## config.mk

```make
export PLATFORM = sky130hd
export DESIGN_NAME = decoder_bit_serializer
export DESIGN_NICKNAME = d
export VERILOG_FILES = /design/src/rtl/decoder_bit_serializer.sv
export SDC_FILE = /design/constraint.sdc
export NUM_CORES = 1
export LEC_CHECK = 0
export CELL_PAD_IN_SITES_DETAIL_PLACEMENT = 0
export CELL_PAD_IN_SITES_GLOBAL_PLACEMENT = 1
export CORE_UTILIZATION = 46
export DETAILED_ROUTE_END_ITERATION = 10
export GPL_TIMING_DRIVEN = 1
export HOLD_SLACK_MARGIN = 0.03
export PLACE_DENSITY_LB_ADDON = 0.1
export RECOVER_POWER = 25
export SLEW_MARGIN = 40
export SYNTH_ARGS = -nofsm -noshare
export SYNTH_HDL_FRONTEND = slang
export SYNTH_SLANG_ARGS = --single-unit
```

## constraint.sdc

```tcl
create_clock -name clk -period 4.7 [get_ports clk]
set_input_delay 1.175 -clock clk [delete_from_list [all_inputs] [get_ports clk]]
set_output_delay 1.175 -clock clk [all_outputs]
set_load 0.02 [all_outputs]
```

## src/rtl/decoder_bit_serializer.sv

```systemverilog
`default_nettype none

// +----------------------------------------------------------------------------+
// | Module : decoder_bit_serializer                                            |
// | Brief  : Buffers decoded frames in a small FIFO and streams them out one   |
// |          bit per valid/ready transfer, flagging any dropped frame.         |
// | Rev    : 1.0 - initial release                                             |
// +----------------------------------------------------------------------------+

`ifndef DATA_FRAME_LENGTH
`define DATA_FRAME_LENGTH 8
`endif

module decoder_bit_serializer #(
    parameter int unsigned FRAME_LEN = `DATA_FRAME_LENGTH,
    parameter int unsigned DEPTH     = 2,
    parameter bit          MSB_FIRST = 1'b1
) (
    input  logic                     clk,
    input  logic                     rst,
    input  logic                     en,
    input  logic [FRAME_LEN-1:0]     i_frame,
    input  logic                     i_frame_valid,
    input  logic                     i_bit_ready,
    output logic                     o_bit,
    output logic                     o_bit_valid,
    output logic                     o_last,
    output logic [$clog2(DEPTH):0]   o_fifo_cnt,
    output logic                     o_overflow,
    output logic                     o_busy
);

    localparam int unsigned         c_AW       = $clog2(DEPTH);
    localparam int unsigned         c_IW       = (FRAME_LEN > 1) ? $clog2(FRAME_LEN) : 1;
    localparam logic [c_IW-1:0]     c_LAST_IDX = c_IW'(FRAME_LEN - 1);
    localparam logic [0:0]          c_ST_IDLE  = 1'b0;
    localparam logic [0:0]          c_ST_SHIFT = 1'b1;

    logic [FRAME_LEN-1:0] r_mem [DEPTH];
    logic [c_AW:0]        r_wr_ptr;
    logic [c_AW:0]        r_rd_ptr;
    logic                 r_overflow;
    logic [0:0]           r_state;
    logic [0:0]           w_state_nxt;
    logic [c_IW-1:0]      r_idx;
    logic [c_IW-1:0]      w_idx_nxt;
    logic [c_IW-1:0]      w_sel;
    logic [FRAME_LEN-1:0] r_shift;
    logic [FRAME_LEN-1:0] w_shift_nxt;
    logic                 w_empty;
    logic                 w_full;
    logic                 w_push;
    logic                 w_pop;
    logic                 w_xfer;
    logic                 w_last;

    // Extra pointer MSB distinguishes full from empty when the addresses match.
    assign w_empty = (r_wr_ptr == r_rd_ptr);
    assign w_full  = (r_wr_ptr[c_AW] != r_rd_ptr[c_AW]) &&
                     (r_wr_ptr[c_AW-1:0] == r_rd_ptr[c_AW-1:0]);
    // A pop on the same edge frees the slot, so a full FIFO still accepts.
    assign w_push  = i_frame_valid && (!w_full || w_pop);

    always_ff @(posedge clk) begin
        if (rst) begin
            r_wr_ptr   <= '0;
            r_rd_ptr   <= '0;
            r_overflow <= 1'b0;
        end else begin
            if (w_push) begin
                r_wr_ptr <= r_wr_ptr + 1'b1;
            end
            if (w_pop) begin
                r_rd_ptr <= r_rd_ptr + 1'b1;
            end
            if (i_frame_valid && !w_push) begin
                r_overflow <= 1'b1;
            end
        end
    end

    always_ff @(posedge clk) begin
        if (w_push) begin
            r_mem[r_wr_ptr[c_AW-1:0]] <= i_frame;
        end
    end

    assign w_xfer = (r_state == c_ST_SHIFT) && en && i_bit_ready;
    assign w_last = (r_state == c_ST_SHIFT) && (r_idx == c_LAST_IDX);

    always_ff @(posedge clk) begin
        if (rst) begin
            r_state <= c_ST_IDLE;
            r_idx   <= '0;
            r_shift <= '0;
        end else begin
            r_state <= w_state_nxt;
            r_idx   <= w_idx_nxt;
            r_shift <= w_shift_nxt;
        end
    end

    always_comb begin
        w_state_nxt = r_state;
        w_idx_nxt   = r_idx;
        w_shift_nxt = r_shift;
        w_pop       = 1'b0;
        case (r_state)
            c_ST_IDLE: begin
                if (en && !w_empty) begin
                    w_pop       = 1'b1;
                    w_shift_nxt = r_mem[r_rd_ptr[c_AW-1:0]];
                    w_idx_nxt   = '0;
                    w_state_nxt = c_ST_SHIFT;
                end
            end
            c_ST_SHIFT: begin
                if (w_xfer) begin
                    if (!w_last) begin
                        w_idx_nxt = r_idx + 1'b1;
                    end else if (!w_empty) begin
                        // Back-to-back frames: reload on the final transfer edge.
                        w_pop       = 1'b1;
                        w_shift_nxt = r_mem[r_rd_ptr[c_AW-1:0]];
                        w_idx_nxt   = '0;
                    end else begin
                        w_idx_nxt   = '0;
                        w_state_nxt = c_ST_IDLE;
                    end
                end
            end
            default: begin
                w_idx_nxt   = '0;
                w_state_nxt = c_ST_IDLE;
            end
        endcase
    end

    generate
        if (MSB_FIRST) begin : g_msb_first
            assign w_sel = c_LAST_IDX - r_idx;
        end else begin : g_lsb_first
            assign w_sel = r_idx;
        end
    endgenerate

    assign o_bit       = r_shift[w_sel];
    assign o_bit_valid = (r_state == c_ST_SHIFT) && en;
    assign o_last      = w_last;
    assign o_fifo_cnt  = r_wr_ptr - r_rd_ptr;
    assign o_overflow  = r_overflow;
    assign o_busy      = (r_state == c_ST_SHIFT) || (o_fifo_cnt != '0);

endmodule

`default_nettype wire

```

# After elaboration in Yosys (flattened, before gate mapping)
# Memory sizes are Yosys's and may differ from the RTL's. A register that Yosys moved wholly into a read port is not among the register bits.
# Cells that the tools add are included.
# word_totals
reg_bits,17
mem_bits_rw,16
in_bits,13
elab_cells,60
mem_count,1
# mem_list
memory,words,width,rd,rd_ports_with_merged_regs,write_ports,line_no,rtl
r_mem,2,8,1,1,1,39,logic [FRAME_LEN-1:0] r_mem [DEPTH];
# op_classes
add_sub_neg,5
n_lt_le_gt_ge,1
eq_ne,8
mux,23
bitwise,1
n_reduce_logical,15
# ops
cell,count
2-to-1 mux 8 bit,4
one-hot mux 8 bit (2 select lines),1
2-to-1 mux 1 bit,11
2-to-1 mux 3 bit,3
logical AND 1 bit,7
inequality test 2 bit (second input constant),3
one-hot mux 3 bit (2 select lines),1
adder 2 x 1 -> 2 bit (second input constant),2
< comparator 3 x 4 -> 1 bit (second input constant),1
one-hot mux 1 bit (2 select lines),2
AND reduction 4 bit,1
adder 3 x 1 -> 3 bit (second input constant),1
binary-select mux 1 bit (select 3 bit),1
equality test 3 bit (second input constant),1
zero test 1 bit,3
subtractor 3 bit (first input constant),1
equality test 2 bit,1
logical OR 1 bit,2
inequality test 2 x 1 -> 1 bit (second input constant),1
AND reduction 2 bit,1
nonzero test 2 bit,1
subtractor 2 bit,1
equality test 1 bit,1
inequality test 1 bit,1
inverter 1 bit,1

# Longest topological paths before layout
# depth
depth_word,9
depth_mapped,7

# Worst setup path before layout
# OpenSTA, ideal clock, no wires.
# synth_path
path_kind,input -> output
startpoint,in en
endpoint,out o_bit_valid
t_arrival_ns,1.533
required_time_ns,3.525
setup_slack_ns,1.992
cell_stages,2
path_buffers,0
path_cell_list,inv_1 -> nor2_1
# synth_between
elab_chain_cells,1
# synth_rtl
item,line_no,rtl
from (decl),21,"input logic en,"
logical AND 1 bit,148,assign o_bit_valid = (r_state == c_ST_SHIFT) && en;
to (decl),26,"output logic o_bit_valid,"
# No other way between the ends.

# Final worst setup path
# Same ends and word-level chain as after synthesis.

==> reports/results.ini <==
[logic_synthesis]
synth-seq-area-share=0.591
ys_seq_elements=34
synth_area_um2=1420
synth.distinct_cells=30
ys_warn_count=0
syn_avg_cell_area_um2=12.3
yosys-top-cells-area=edfxtp_1, dfxtp_1, mux2i_1, a211oi_1, nor2_1
post-synth-top-area-fraction=0.338
syn_inst=116
syn_nets=132
yosys.area.top_type=edfxtp_1

[status]
outcome=finished with violations
violations=design-rule violations

[floorplanning]
die_width_um=57.6
num_io_pins=20
core_area_um2=2850
rows=19
start_util=0.499
fp.dieArea_um2=3320
die-height_um=57.6

[detailed_routing]
wl_per_cell_um=12.4
drc=1
via_per_inst=5.32
dr.pass1.iters=9
wl_um=2090
drt_iter0_drc=47
ant_nets=0
dr_total_vias=899

[sta]
hold_viol=0
tightest_slew_ns=0.751
fin_ws_ns=1.00
clock.fmax_mhz=271
period_minus_slack_ns=3.70
max_slew_margin=0.499
whs_ns=0.495
setup_viol=0
worst_clock_skew_ns=0.00500
min_period_over_period=0.787
rsz0062_at_grt=false
fin_tns_setup_ns=0
finalMaxSlewViolations=0

[clock_network]
cts_tree=yes
cts-root-buf=clkbuf_4
numCtsBuffers=5
cts_setup_buffers=0
cts_resized=0
clk_pin_slew_ns=0.11
insertion_delay_ns=0.32
ctsLongestPathBuffers=2
cts_hold_buffers=0
cts_sinks=34
cts_max_level=2

[global_route]
grt_pass1_wl_um=3840
overflow=0
grt_antenna_before_repair=0
grt_start_max_net_pins=20
grt_pass1_vias=896
grt_util_all_layers=0.158

[power]
leakage_nw=0.597
p_sw_frac=0.274
combPwrFrac=0.218
p_per_area_nw_per_um2=429
ir_drop_v=0.000353
power.share.clock=0.285
internal_power_w=0.000535
p_seq_frac=0.497
p_sw_w=0.000202

[critical_path]
required_ns=3.52
path_max_fanout=4
path_buf_inv=3
crit_top_cell=clkdlybuf4s50_1
critPathKind=in2out
critical-path-max-stage-delay_ns=0.60
path_cells=clkdlybuf4s50_1 > inv_1 > nor2_1 > clkdlybuf4s50_1
cp_slowest_cell=clkdlybuf4s50_1
end_kind=primary output
crit_family=buffers and inverters
cp.arrival_ns=2.52
critPathLaunchType=primary input

[finish]
final_common_cell=dfxtp_1
syn_to_final_growth_pct=20.8
final_nets=153
drive_above_1_share=0.123
diodes=0
mostFrequentLayoutCells=dfxtp_1, nor2_1, edfxtp_1

[placed_design]
post-place-ws_ns=1.01
io_buffers=19
gp_congestion=0.764

[min_path]
hold_class=reg2reg

[job]
max-cap-violations=0

per-layer routing:
layer	up-vias	part of all wire	track usage
li1	468	-	-
met1	409	0.48	0.198
met2	17	0.47	0.248
met3	5	0.034	0.0402
met4	0	0.018	0.0941
met5	-	0	0
Yosys cell counts:
master / count
a211oi_1: 9
a21bo_2: 2
a21oi_1: 8
a221oi_4: 1
a311o_1: 1
and2_1: 1
buf_1: 1
buf_2: 1
clkbuf_1: 2
clkbuf_2: 1
dfxtp_1: 18
edfxtp_1: 16
ha_1: 3
inv_1: 7
mux2_2: 2
mux2i_1: 8
mux4_2: 2
nand2_1: 3
nand3_1: 1
nand3b_1: 1
nand4b_1: 1
nor2_1: 16
nor2b_1: 2
nor3_1: 1
o21ai_0: 1
or3_1: 2
or4_1: 1
or4b_1: 1
xnor2_1: 2
xnor2_2: 1
logic make-up (layout without fill, tap and decap cells):
group                      count (synthesis)  count (layout)  synth area share
DFF                                       34              34             0.591
AOI/OAI and AO/OA                         22              22             0.119
adders and majority gates                  3               3            0.0264
xor gates and xnor gates                   3               3            0.0238
muxes                                     12              12             0.104
buffers and inverters                     12              34            0.0334
and+or+nand+nor                           30              30             0.103
power by group through the flow:
stage / Sequential, W / Combinational (W) / Clock (W)
floorplan: 0.000360 / 0.000122 / 0
global placement: 0.000374 / 0.000161 / 0
detailed placement: 0.000375 / 0.000164 / 0
CTS: 0.000368 / 0.000164 / 0.000217
global route: 0.000373 / 0.000177 / 0.000232
finish: 0.000366 / 0.000160 / 0.000210
state kept, by name, summed over array words and instances (netlist names), named ones only:
register    flops
r_mem          16
r_shift         8
r_wr_ptr        2
r_idx           3
o_overflow      1
r_rd_ptr        2
r_state         1
path summary, 6_finish.rpt:
| path | startpoint | endpoint | slack [ns] | cells past startpoint |
|---|---|---|---|---|
| max | en | o_bit_valid | 1.00 | 4 |
| min | r_idx[2] | r_idx[2] | 0.49 | 2 |
| max reg2reg | r_idx[0] | r_wr_ptr[1] | 2.47 | 6 |
| min reg2reg | r_idx[2] | r_idx[2] | 0.49 | 2 |
per-stage QoR:
| stage | total power [W] | cells | utilization | area (um2) |
|---|---|---|---|---|
| 2_1_floorplan | 0.000482 | 116 | - | 1420 |
| 3_3_place_gp | 0.000534 | 161 | 0.571 | 1630 |
| 3_5_place_dp | 0.000539 | 161 | 0.573 | 1640 |
| 4_1_cts | 0.000749 | 169 | 0.602 | 1720 |
| 5_1_grt | 0.000782 | 169 | 0.602 | 1720 |
| 6_report | 0.000737 | 169 | 0.602 | 1720 |
tightest hold or removal path, cell delays in order (launching register included):
cell and delay, ns:
dfxtp_1 0.35, nand2_1 0.06, a21oi_1 0.05
cell type report:
type | count | area [um2]
well taps | 31 | 38.8
multi-input cells | 70 | 539
clock inverters | 3 | 45.0
fillers | 248 | 1130
flip-flops and latches | 34 | 841
inverters | 7 | 26.3
clock buffers | 5 | 37.5
repair buffers | 19 | 190
(Power assumes the default switching activity.)
